$ cat config.mk
export PLATFORM = sky130hd
export DESIGN_NAME = button_event
export DESIGN_NICKNAME = d
export VERILOG_FILES = /design/src/rtl/button_event_pkg.sv /design/src/rtl/button_event_channel.sv /design/src/rtl/button_event.sv
export SDC_FILE = /design/constraint.sdc
export NUM_CORES = 1
export LEC_CHECK = 0
export CORE_ASPECT_RATIO = 1.4
export CORE_MARGIN = 8
export CORE_UTILIZATION = 60
export CTS_CLUSTER_DIAMETER = 30
export DETAILED_ROUTE_END_ITERATION = 16
export GPL_TIMING_DRIVEN = 0
export PLACE_DENSITY = 0.86
export SYNTH_ARGS = -nofsm -noshare
export SYNTH_HDL_FRONTEND = slang
export SYNTH_HIERARCHICAL = 1
export SYNTH_SLANG_ARGS = --single-unit
$ cat constraint.sdc
create_clock -name clock -period 6.6 [get_ports clock]
set_input_delay 1.32 -clock clock [delete_from_list [all_inputs] [get_ports clock]]
set_output_delay 1.32 -clock clock [all_outputs]
set_load 0.05 [all_outputs]
$ cat src/rtl/button_event_pkg.sv
// ---------------------------------------------------------------------------
// button_event_pkg
//
// Shared definitions for the button event block:
//   state_t      - per-channel FSM state (IDLE / PRESSED / HELD)
//   CH_*         - channel index of each debounced input in the clean bus
//   CNT_W        - width of the hold and repeat tick counters
//   sat_inc()    - saturating increment used by the tick counters
// ---------------------------------------------------------------------------
package button_event_pkg;

    typedef enum logic [1:0] {
        ST_IDLE    = 2'd0,
        ST_PRESSED = 2'd1,
        ST_HELD    = 2'd2
    } state_t;

    localparam int CH_REPROGRAM   = 0;
    localparam int CH_DOOR_DRIVER = 1;
    localparam int CH_DOOR_PASS   = 2;
    localparam int CH_IGNITION    = 3;
    localparam int CH_HIDDEN_SW   = 4;
    localparam int CH_BRAKE       = 5;

    localparam int CNT_W = 16;

    // Counters stick at all-ones instead of wrapping back to zero.
    function automatic logic [CNT_W-1:0] sat_inc(input logic [CNT_W-1:0] v);
        if (v == {CNT_W{1'b1}}) begin
            return v;
        end
        return v + CNT_W'(1);
    endfunction

endpackage

$ cat src/rtl/button_event_channel.sv
// ---------------------------------------------------------------------------
// button_event_channel
//
// One channel of the button event block: edge detection on a debounced
// level plus the IDLE -> PRESSED -> HELD state machine that measures how
// long the level stays high.
//
// Optional feature: when BUTTON_EVENT_REPEAT_EN is defined, a second
// counter produces an auto-repeat pulse every REPEAT_MS ticks while HELD.
// With the macro undefined, auto_repeat is tied low and no repeat counter
// exists.
//
// Ports:
//   clock        in   system clock
//   reset        in   synchronous, active-high reset
//   clean        in   debounced level, 1 = pressed
//   tick         in   1 ms strobe from the shared prescaler
//   pressed      out  one-cycle pulse on a rising edge of clean
//   released     out  one-cycle pulse on a falling edge of clean
//   long_press   out  one-cycle pulse after HOLD_MS ticks of continuous high
//   auto_repeat  out  one-cycle pulse every REPEAT_MS ticks while HELD
//   held         out  level, 1 while the FSM is in HELD
//   state        out  current FSM state (debug visibility)
// ---------------------------------------------------------------------------
module button_event_channel
    import button_event_pkg::*;
#(
    parameter int HOLD_MS = 1000
`ifdef BUTTON_EVENT_REPEAT_EN
    ,
    parameter int REPEAT_MS = 200
`endif
) (
    input  logic   clock,
    input  logic   reset,
    input  logic   clean,
    input  logic   tick,
    output logic   pressed,
    output logic   released,
    output logic   long_press,
    output logic   auto_repeat,
    output logic   held,
    output state_t state
);

    localparam logic [CNT_W-1:0] HOLD_LIM = CNT_W'(HOLD_MS);

    logic             prev;
    logic [CNT_W-1:0] hold_cnt;
    logic             rise;
    logic             fall;

    assign rise = clean & ~prev;
    assign fall = ~clean & prev;

`ifdef BUTTON_EVENT_REPEAT_EN
    localparam logic [CNT_W-1:0] REP_LIM = CNT_W'(REPEAT_MS);

    logic [CNT_W-1:0] rep_cnt;
`else
    assign auto_repeat = 1'b0;
`endif

    // Valid/ready does not apply here: every output is a registered
    // one-cycle strobe (or the held level), produced unconditionally and
    // never back-pressured by the consumer.
    always_ff @(posedge clock) begin
        if (reset) begin
            // Capturing the current level means a button already down at
            // reset is not reported as a fresh press.
            prev       <= clean;
            pressed    <= 1'b0;
            released   <= 1'b0;
            long_press <= 1'b0;
            held       <= 1'b0;
            hold_cnt   <= '0;
            state      <= ST_IDLE;
`ifdef BUTTON_EVENT_REPEAT_EN
            auto_repeat <= 1'b0;
            rep_cnt     <= '0;
`endif
        end else begin
            prev       <= clean;
            pressed    <= rise;
            released   <= fall;
            long_press <= 1'b0;
`ifdef BUTTON_EVENT_REPEAT_EN
            auto_repeat <= 1'b0;
`endif
            if (fall) begin
                // A fall wins over any tick arriving in the same cycle.
                state    <= ST_IDLE;
                held     <= 1'b0;
                hold_cnt <= '0;
`ifdef BUTTON_EVENT_REPEAT_EN
                rep_cnt  <= '0;
`endif
            end else begin
                case (state)
                    ST_IDLE: begin
                        held <= 1'b0;
                        if (rise) begin
                            state    <= ST_PRESSED;
                            hold_cnt <= '0;
                        end
                    end

                    ST_PRESSED: begin
                        held <= 1'b0;
                        // The tick is free-running, so the first counted
                        // tick can land anywhere within the first 1 ms.
                        if (tick && clean) begin
                            if (sat_inc(hold_cnt) == HOLD_LIM) begin
                                long_press <= 1'b1;
                                held       <= 1'b1;
                                state      <= ST_HELD;
                                hold_cnt   <= '0;
`ifdef BUTTON_EVENT_REPEAT_EN
                                rep_cnt    <= '0;
`endif
                            end else begin
                                hold_cnt <= sat_inc(hold_cnt);
                            end
                        end
                    end

                    ST_HELD: begin
                        held <= 1'b1;
`ifdef BUTTON_EVENT_REPEAT_EN
                        if (tick) begin
                            if (sat_inc(rep_cnt) == REP_LIM) begin
                                auto_repeat <= 1'b1;
                                rep_cnt     <= '0;
                            end else begin
                                rep_cnt <= sat_inc(rep_cnt);
                            end
                        end
`endif
                    end

                    default: begin
                        // Unused encoding: recover to a known state.
                        state    <= ST_IDLE;
                        held     <= 1'b0;
                        hold_cnt <= '0;
                    end
                endcase
            end
        end
    end

endmodule

$ cat src/rtl/button_event.sv
// ---------------------------------------------------------------------------
// button_event
//
// Turns N debounced level inputs into single-cycle press, release and
// long-press events for the alarm FSM. A shared prescaler produces a 1 ms
// tick; each channel is an independent button_event_channel instance.
//
// Optional feature macro: BUTTON_EVENT_REPEAT_EN enables the per-channel
// auto-repeat pulse while a button is HELD. Without it auto_repeat is 0.
//
// Ports:
//   clock        in   system clock (CLK_HZ)
//   reset        in   synchronous, active-high reset
//   clean        in   [N]   debounced levels, 1 = pressed/active
//   pressed      out  [N]   one-cycle pulse on a rising edge of clean[i]
//   released     out  [N]   one-cycle pulse on a falling edge of clean[i]
//   long_press   out  [N]   one-cycle pulse after clean[i] stays high HOLD_MS
//   auto_repeat  out  [N]   one-cycle auto-repeat pulse (optional feature)
//   held         out  [N]   level, 1 while channel i is in HELD
//   state        out  [2N]  per-channel FSM state, channel i at [2i+1:2i]
// ---------------------------------------------------------------------------
module button_event
    import button_event_pkg::*;
#(
    parameter int N         = 6,
    parameter int CLK_HZ    = 100_000_000,
    parameter int HOLD_MS   = 1000,
    parameter int REPEAT_MS = 200
) (
    input  logic           clock,
    input  logic           reset,
    input  logic [N-1:0]   clean,
    output logic [N-1:0]   pressed,
    output logic [N-1:0]   released,
    output logic [N-1:0]   long_press,
    output logic [N-1:0]   auto_repeat,
    output logic [N-1:0]   held,
    output logic [2*N-1:0] state
);

    localparam int DIV = CLK_HZ / 1000;
    localparam int PW  = (DIV > 1) ? $clog2(DIV) : 1;

    if ((CLK_HZ % 1000) != 0 || DIV < 1 ||
        HOLD_MS < 1 || HOLD_MS > 65535 ||
        REPEAT_MS < 1 || REPEAT_MS > 65535) begin : g_bad_cfg
        $error("button_event: unsupported parameter set");
    end

    logic [PW-1:0] presc;
    logic          tick;

    // Tick is high in the last cycle of each 1 ms window, i.e. the cycle
    // in which the prescaler wraps back to zero.
    assign tick = (presc == PW'(DIV - 1));

    always_ff @(posedge clock) begin
        if (reset) begin
            presc <= '0;
        end else if (tick) begin
            presc <= '0;
        end else begin
            presc <= presc + PW'(1);
        end
    end

    for (genvar i = 0; i < N; i++) begin : g_ch
        state_t ch_state;

        button_event_channel #(
            .HOLD_MS   (HOLD_MS)
`ifdef BUTTON_EVENT_REPEAT_EN
            ,
            .REPEAT_MS (REPEAT_MS)
`endif
        ) u_ch (
            .clock       (clock),
            .reset       (reset),
            .clean       (clean[i]),
            .tick        (tick),
            .pressed     (pressed[i]),
            .released    (released[i]),
            .long_press  (long_press[i]),
            .auto_repeat (auto_repeat[i]),
            .held        (held[i]),
            .state       (ch_state)
        );

        assign state[2*i +: 2] = ch_state;
    end

endmodule

Word level (Yosys, flattened, before mapping)
Index checks and enable logic that the tools add are counted.
Widths: inputs -> output; s select.
- register bits: 155
- logic and storage cells: 334
- output and inout bits: 42
- add/subtract/negate cells: 7
- bitwise operators: 36
- mux-type cells: 168
- equality and inequality tests: 43
- reduce and logical (&&, ||, !) cells: 37
- operator list (operator ; count):
    $mux 16 ; 60
    $pmux 16 s3 ; 6
    $add 16x1->16 const B ; 6
    $eq 16x10->1 const B ; 6
    $eq 16x16->1 const B ; 6
    $mux 1 ; 72
    $mux 2 ; 18
    $ne 2x1->1 const B ; 18
    $pmux 2 s3 ; 6
    $not 1->1 ; 24
    $reduce_and 4->1 ; 6
    $reduce_and 3->1 ; 6
    $reduce_or 3->1 ; 6
    $add 17x1->17 const B ; 1
    $eq 17x17->1 const B ; 1
    $reduce_or 2->1 ; 7
    $and 1x1->1 ; 12
    $eq 2x1->1 const B ; 6
    $eq 2x2->1 const B ; 6
    $logic_not 2->1 ; 6
    $pmux 1 s2 ; 6
    $logic_and 1x1->1 ; 6

Depth between registers and ports, before layout
Gate-level depths: netlist (run 1).
- word-level depth: 21
- depth in mapped cells: 11
- depth with buffers taken out: 10

Cells and area by module
Netlist (run 1), hierarchy kept.
- by module, submodules not included (module ; times used ; cells each ; area an instance (um^2)):
    button_event_channel at g_ch[3].u_ch ... ; 3 ; 171 ; 1376.3
    button_event_channel at g_ch[0].u_ch ... ; 2 ; 170 ; 1427.6
    button_event_channel at g_ch[1].u_ch ; 1 ; 170 ; 1408.9
    button_event ; 1 ; 88 ; 797.0

Least setup slack after synthesis (run 1)
No wires, ideal clock.
- path type: in2reg
- start: input clean[3]
- end: register g_ch[3].u_ch.hold_cnt[1]
- data arrival time: 2542 ps
- path buffers: 2
- stages: 7
- setup slack: 3932 ps
- cells stage by stage: nand2_1 -> a221o_1 -> clkbuf_1 -> and2_1 -> clkbuf_1 -> a21oi_1 -> o22ai_1
- longest elaborated chain between the ends: 3
- elaborated cells on any way between the ends: 8
- those cells by class: 2 x eq/ne; 3 x bitwise; 3 x reduce/logical
- RTL lines (element ; RTL line ; text):
    start: declaration ; button_event.sv:32 ; input logic [N-1:0] clean,
    $and 1x1->1 (tied with other cells) ; button_event_channel.sv:53 ; assign rise = clean & ~prev;
    $ne 2x1->1 (no source line) or $and 1x1->1 (tied branches) ; n/a ;
    $reduce_and 3->1 (no source line) or $reduce_or 2->1 (tied branches) ; n/a ;
    end signal: assignment ; button_event_channel.sv:122 ; hold_cnt <= sat_inc(hold_cnt);
    end: declaration ; button_event_channel.sv:49 ; logic [CNT_W-1:0] hold_cnt;
Several ways; a longest one is shown, not always the timed one.
A chain may end at the register's enable or synchronous reset.

Worst setup path in the final report (run 1)
- start: input reset
- end: register g_ch[4].u_ch.hold_cnt[9]
- longest elaborated chain between the ends: 1
- RTL lines (element ; RTL line ; text):
    start: declaration ; button_event.sv:31 ; input logic reset,
    $reduce_or 2->1 (no source line) ; n/a ;
    end signal: assignment ; button_event_channel.sv:122 ;
    end: declaration ; button_event_channel.sv:49 ;
Every way passes these cells.

==> impl_metrics.json, run 1 <==
{
  "synth_edf_count": 0,
  "place_inst": 1346,
  "synthCells": 1111,
  "slowest_stage": "clkdlybuf4s50_1",
  "htreeDepth": 4,
  "row_count": 53,
  "synthFlopType": "dfxtp_1",
  "path_class": "in -> reg",
  "synth_top_area_cell": "dfxtp_1",
  "tns_ns": 0,
  "timing.slew.headroom": 0.198,
  "end_kind": "register",
  "core-area_mm2": 0.0150,
  "grt_overflow": 0,
  "post-cts-setup-buffer-count": 0,
  "path_clk_slew_ns": 0.06,
  "cp_num_buf_inv": 1,
  "fin_nets": 1206,
  "status": "completed",
  "first_pass_iters": 5,
  "hold_viol": 0,
  "layout_commonest_cell": "dfxtp_1",
  "finClkSkew_ns": 0.00626,
  "setup_viol": 0,
  "ys_seq_area_frac": 0.338,
  "hpwl_mm": 15.7,
  "synth-async-reset-ratio": 0,
  "cts_sinks": 155,
  "ff2ff_setup_slack_ns": 3.07,
  "met1_usage": 0.240,
  "io_pins": 50,
  "cts-root-buf": "clkbuf_16",
  "gr-usage-met2": 0.397,
  "crit_chain": "clkdlybuf4s50_1 > a21oi_1 > nand2_1 > a41oi_2 > nand2_2 > o22ai_1",
  "die_w_um": 121,
  "io_buffers": 43,
  "yosysTopAreaCellShare": 0.338,
  "globalRouteTotalUtil": 0.223,
  "place_congestion": 0.926,
  "grt_pass1_wl_mm": 36.8,
  "power_density_mw_per_mm2": 211,
  "arrival_ns": 4.38,
  "cts_buffer_depth": 2,
  "numCtsBuffers": 17,
  "finalCriticalPeriod_ns": 4.05,
  "multi_input_area_mm2": 0.00557,
  "crit_path_start_kind": "primary input",
  "synth-seq-cells": 155,
  "slew_violations": 0,
  "initial_utilization": 0.613,
  "synthTopCellsByArea": "dfxtp_1 34%, a21oi_1 4.5%, nand2_1 4.2%",
  "stdcell_area_mm2": 0.0105,
  "dieArea_mm2": 0.0196,
  "fin_cells": 1377,
  "first_global_vias": 8188,
  "synth_area_mm2": 0.00919,
  "critPathMaxStageDelay_ns": 0.99,
  "synth.distinct_cells": 70,
  "drc_errors": 0,
  "insertion_delay_ns": 0.42,
  "worst-path-max-fanout": 19,
  "placed_area_mm2": 0.00986,
  "num_vias": 8752,
  "drt_iter0_drc": 600,
  "cts_tree": "done",
  "ir_drop_uv": 213,
  "hold_path.class": "reg -> reg",
  "synth.net_count": 1144,
  "fmax_mhz": 247,
  "diodes": 0,
  "fp.dieH_um": 162,
  "area_growth_pct": 13.8,
  "use_met3": 0.0430,
  "ant_nets": 0,
  "fillers": 1201,
  "rsz0062_at_grt": "no",
  "grt_max_degree": 20,
  "cts-hold-fix-buffers": 0,
  "drive_gt1_frac": 0.101,
  "viasPerCell": 6.36,
  "finalCritPeriodShare": 0.613,
  "totalWireLength_mm": 21.8,
  "p_leak_nw": 3.48,
  "critPathRequiredTime_ns": 6.94,
  "antenna_found_initial": 0,
  "worst_pin_slew_ns": 1.20,
  "critPathTopFamily": "compound AO/OA/AOI/OAI gates",
  "layout_common_cells": "155 x dfxtp_1, 103 x nand2_1, 83 x a21oi_1, 74 x inv_1, 71 x nor2_1",
  "avgSynthCellArea_um2": 8.27,
  "yosysWarnings": 6,
  "regArea_mm2": 0.00310,
  "maxCapViolCount": 0,
  "post_drt_wl_per_cell_um": 15.8,
  "cts_resized": 0,
  "grt.busiest_layer": "met2"
}
==> power breakdown <==
part | internal, mW | switching, mW
Sequential | 0.949 | 0.0116
Combinational | 0.0810 | 0.175
Clock | 0.611 | 0.383
Total | 1.64 | 0.570
==> worst paths after layout <==
path,startpoint,to,cells past startpoint
setup / recovery,reset,g_ch[4].u_ch/hold_cnt[9],6
hold / removal,presc[0],presc[0],1
setup reg to reg,presc[0],g_ch[3].u_ch/hold_cnt[4],8
hold reg to reg,presc[0],presc[0],1
==> logic make-up after synthesis <==
logic type	synth area share
AOI/OAI and AO/OA	0.225
xor gates and xnor gates	0.0369
adders and majority gates	0.0340
buffers and inverters	0.0558
DFF	0.338
muxes	0.0163
other	0.00245
and+or+nand+nor	0.292
==> routing by layer <==
metal  part of all wire  wire length [µm]
met2               0.51             11200
met4              0.036               777
met5                  0                 0
met3              0.044               961
met1               0.41              8860
==> stage by stage <==
| stage | utilization | setup slack (ns) | hold slack, ns | power, mW |
|---|---|---|---|---|
| floorplan | - | 3.93 | 0.430 | 1.17 |
| global placement | 0.658 | 2.23 | 0.442 | 1.23 |
| detailed placement | 0.658 | 2.18 | 0.459 | 1.23 |
| CTS | 0.698 | 2.62 | 0.472 | 2.23 |
| global route | 0.698 | 2.41 | 0.500 | 2.30 |
| finish | 0.698 | 2.55 | 0.468 | 2.21 |
==> cell usage after synthesis, drive strengths merged, types with 3 or more instances <==
library cell	count
a2111oi	6
a211o	6
a211oi	6
a21oi	83
a221o	6
a221oi	6
a311oi	6
a31oi	9
a41oi	15
and2	21
and3	16
and4	17
buf	27
clkbuf	9
conb	6
dfxtp	155
ha	25
inv	74
mux2i	15
nand2	112
nand2b	18
nand3	60
nand3b	3
nand4	38
nor2	71
nor3	64
nor3b	6
nor4	28
nor4b	3
o2111ai	6
o211a	6
o211ai	12
o21ai	36
o21bai	3
o221a	6
o22ai	45
o311ai	6
o31ai	8
o41a	3
o41ai	6
or2	3
or3	7
or4	11
xnor2	26
xor2	11
==> layout make-up <==
| class | instances | area share |
|---|---|---|
| Multi-Input combinational cell | 846 | 0.533 |
| Sequential cell | 155 | 0.297 |
| Clock buffer | 20 | 0.0437 |
| Timing Repair Buffer | 43 | 0.0411 |
| Inverter | 74 | 0.0266 |
| Tap cell | 192 | 0.0230 |
| Buffer | 36 | 0.0225 |
| Clock inverter | 11 | 0.0136 |
==> flip-flops by register name, summed over array words and instances, names as in the netlist <==
register,flops
g_ch.u_ch/held,6
g_ch.u_ch/hold_cnt,96
g_ch.u_ch/long_press,6
g_ch.u_ch/pressed,6
g_ch.u_ch/prev,6
g_ch.u_ch/released,6
g_ch.u_ch/state,12
presc,17
Power figures use the tool's default switching activity.
==> run 2: changes to the inputs <==
--- a/config.mk
+++ b/config.mk
@@ -7,11 +7,11 @@
 export LEC_CHECK = 0
 export CORE_ASPECT_RATIO = 1.4
 export CORE_MARGIN = 8
-export CORE_UTILIZATION = 60
+export CORE_UTILIZATION = 55
 export CTS_CLUSTER_DIAMETER = 30
 export DETAILED_ROUTE_END_ITERATION = 16
 export GPL_TIMING_DRIVEN = 0
-export PLACE_DENSITY = 0.86
+export PLACE_DENSITY = 0.83
 export SYNTH_ARGS = -nofsm -noshare
 export SYNTH_HDL_FRONTEND = slang
 export SYNTH_HIERARCHICAL = 1
==> constraint.sdc (replaced) <==
create_clock -name clock -period 3.65 [get_ports clock]
set_input_delay 0.73 -clock clock [delete_from_list [all_inputs] [get_ports clock]]
set_output_delay 0.73 -clock clock [all_outputs]
set_load 0.05 [all_outputs]
==> run 2 against run 1 <==
Effect of this change:
- clock skew is 0.00085 ns higher
- via count is 0.27% higher
- sequential power is 81% higher
- critical path depth stayed put
- utilization is 6.5 points lower
- setup slack worse by 2.3 ns
- first-iteration DRC count is 15% higher
- wire length is 3.0% higher
- final area stayed put
- die area is 8.0% higher
- final cell count is 0.80% higher
- count of clock-buffer cells in the layout stayed put
==> impl_metrics.json, run 2 (synthesized netlist as in run 1, its figures left out) <==
{
  "top_regs": "g_ch.u_ch/hold_cnt: 96 flops, presc: 17 flops, g_ch.u_ch/state: 12 flops",
  "hpwl_mm": 16.0,
  "totalWireLength_mm": 22.4,
  "drc_errors": 0,
  "grt_overflow": 0,
  "worst_pin_slew_ns": 1.11,
  "cts-root-buf": "clkbuf_16",
  "finalCriticalPeriod_ns": 3.42,
  "die_w_um": 125,
  "slew_violations": 0,
  "core-area_mm2": 0.0165,
  "seq_power_share": 0.443,
  "path_class": "in -> reg",
  "rsz0062_at_grt": "no",
  "fin_nets": 1206,
  "startpoint": "reset",
  "insertion_delay_ns": 0.42,
  "io_pins": 50,
  "ant_nets": 0,
  "setup_viol": 0,
  "power_density_mw_per_mm2": 375,
  "pwr-share-comb": 0.120,
  "maxCapViolCount": 0,
  "cts_tree": "done",
  "dieArea_mm2": 0.0212,
  "placed_area_mm2": 0.00987,
  "largest_reg_flops": 96,
  "timing.slew.headroom": 0.260,
  "io_buffers": 43,
  "ir_drop_uv": 203,
  "cts_buffer_depth": 2,
  "first_pass_iters": 6,
  "grt_max_degree": 20,
  "min_from": "presc[0]",
  "worst-path-max-fanout": 19,
  "crit_path_start_kind": "primary input",
  "post_drt_wl_per_cell_um": 16.1,
  "dpl_worst_slack_ns": -0.204,
  "initial_utilization": 0.556,
  "diodes": 0,
  "fp.dieH_um": 169,
  "layout_commonest_cell": "dfxtp_1",
  "fin_ws_ns": 0.233,
  "pwr-share-clk": 0.437,
  "grt_pass1_wl_mm": 38.0,
  "area_growth_pct": 13.8,
  "numCtsBuffers": 17,
  "viasPerCell": 6.32,
  "stdcell_area_mm2": 0.0105,
  "critPathRequiredTime_ns": 3.99,
  "first_global_vias": 8389,
  "drive_gt1_frac": 0.103,
  "cts_sinks": 155,
  "cts_resized": 0,
  "fmax_mhz": 293,
  "fillers": 1410,
  "finalCritPeriodShare": 0.936,
  "drt_iter0_drc": 688,
  "rr_startpoint": "presc[0]",
  "hold_path.class": "reg -> reg",
  "row_count": 56,
  "status": "completed",
  "largest_register": "g_ch.u_ch/hold_cnt",
  "post-cts-setup-buffer-count": 0,
  "finClkSkew_ns": 0.00711,
  "arrival_ns": 3.75,
  "layout_common_cells": "155 x dfxtp_1, 103 x nand2_1, 83 x a21oi_1, 74 x inv_1, 71 x nor2_1",
  "intPower_mw": 2.88,
  "htreeDepth": 4,
  "cts-hold-fix-buffers": 0,
  "antenna_found_initial": 0,
  "p_leak_nw": 3.46,
  "sw_frac_of_total": 0.264,
  "hold_viol": 0,
  "end_kind": "register",
  "num_vias": 8776,
  "globalRouteTotalUtil": 0.211,
  "place_congestion": 0.941,
  "path_clk_slew_ns": 0.06,
  "power_switching_mw": 1.04
}
-- run 2: metal layers --
| layer | up-vias | GRT usage | routed length, µm |
|---|---|---|---|
| li1 | 4303 | - | - |
| met1 | 4179 | 0.219 | 9030 |
| met2 | 229 | 0.391 | 11800 |
| met3 | 65 | 0.0375 | 868 |
| met4 | 0 | 0.121 | 718 |
| met5 | - | 0 | 0 |
-- run 2: final timing paths --
path              cells past startpoint  slack (ns)                       end
setup / recovery                      6        0.23  g_ch[4].u_ch/hold_cnt[9]
hold / removal                        1        0.47                  presc[0]
setup reg to reg                     11        0.27  g_ch[5].u_ch/hold_cnt[1]
hold reg to reg                       1        0.47                  presc[0]
-- run 2: power groups by stage --
stage / clock, mW / sequential (mW) / combinational [mW]
2_1_floorplan: 0 / 1.82 / 0.285
3_3_place_gp: 0 / 1.77 / 0.450
3_5_place_dp: 0 / 1.77 / 0.460
4_1_cts: 1.76 / 1.74 / 0.466
5_1_grt: 1.83 / 1.74 / 0.513
6_report: 1.71 / 1.74 / 0.472
-- run 2: critical path: stages --
cell and delay, ns:
clkdlybuf4s50_1 0.99, a21oi_1 0.82, nand2_1 0.23, a41oi_2 0.48, nand2_2 0.23, o22ai_1 0.25
-- run 2: cell type report --
type / count / area, µm² / area share
multi-input cells: 846 / 5590 / 0.535
flip-flops and latches: 155 / 3100 / 0.297
clock buffers: 20 / 447 / 0.0427
repair buffers: 43 / 430 / 0.0411
inverters: 74 / 278 / 0.0266
well taps: 203 / 254 / 0.0243
plain buffers: 36 / 235 / 0.0225
clock inverters: 11 / 120 / 0.0115
-- run 2: metrics by stage --
step | utilization | hold WS (ns) | setup TNS [ns] | total power, mW | cells
global placement | 0.597 | 0.442 | -3.74 | 2.22 | 1357
global route | 0.633 | 0.495 | 0 | 4.08 | 1388
floorplan | - | 0.430 | 0 | 2.11 | 1111
detailed placement | 0.597 | 0.461 | -4.81 | 2.23 | 1357
CTS | 0.631 | 0.477 | 0 | 3.96 | 1388
finish | 0.633 | 0.466 | 0 | 3.92 | 1388
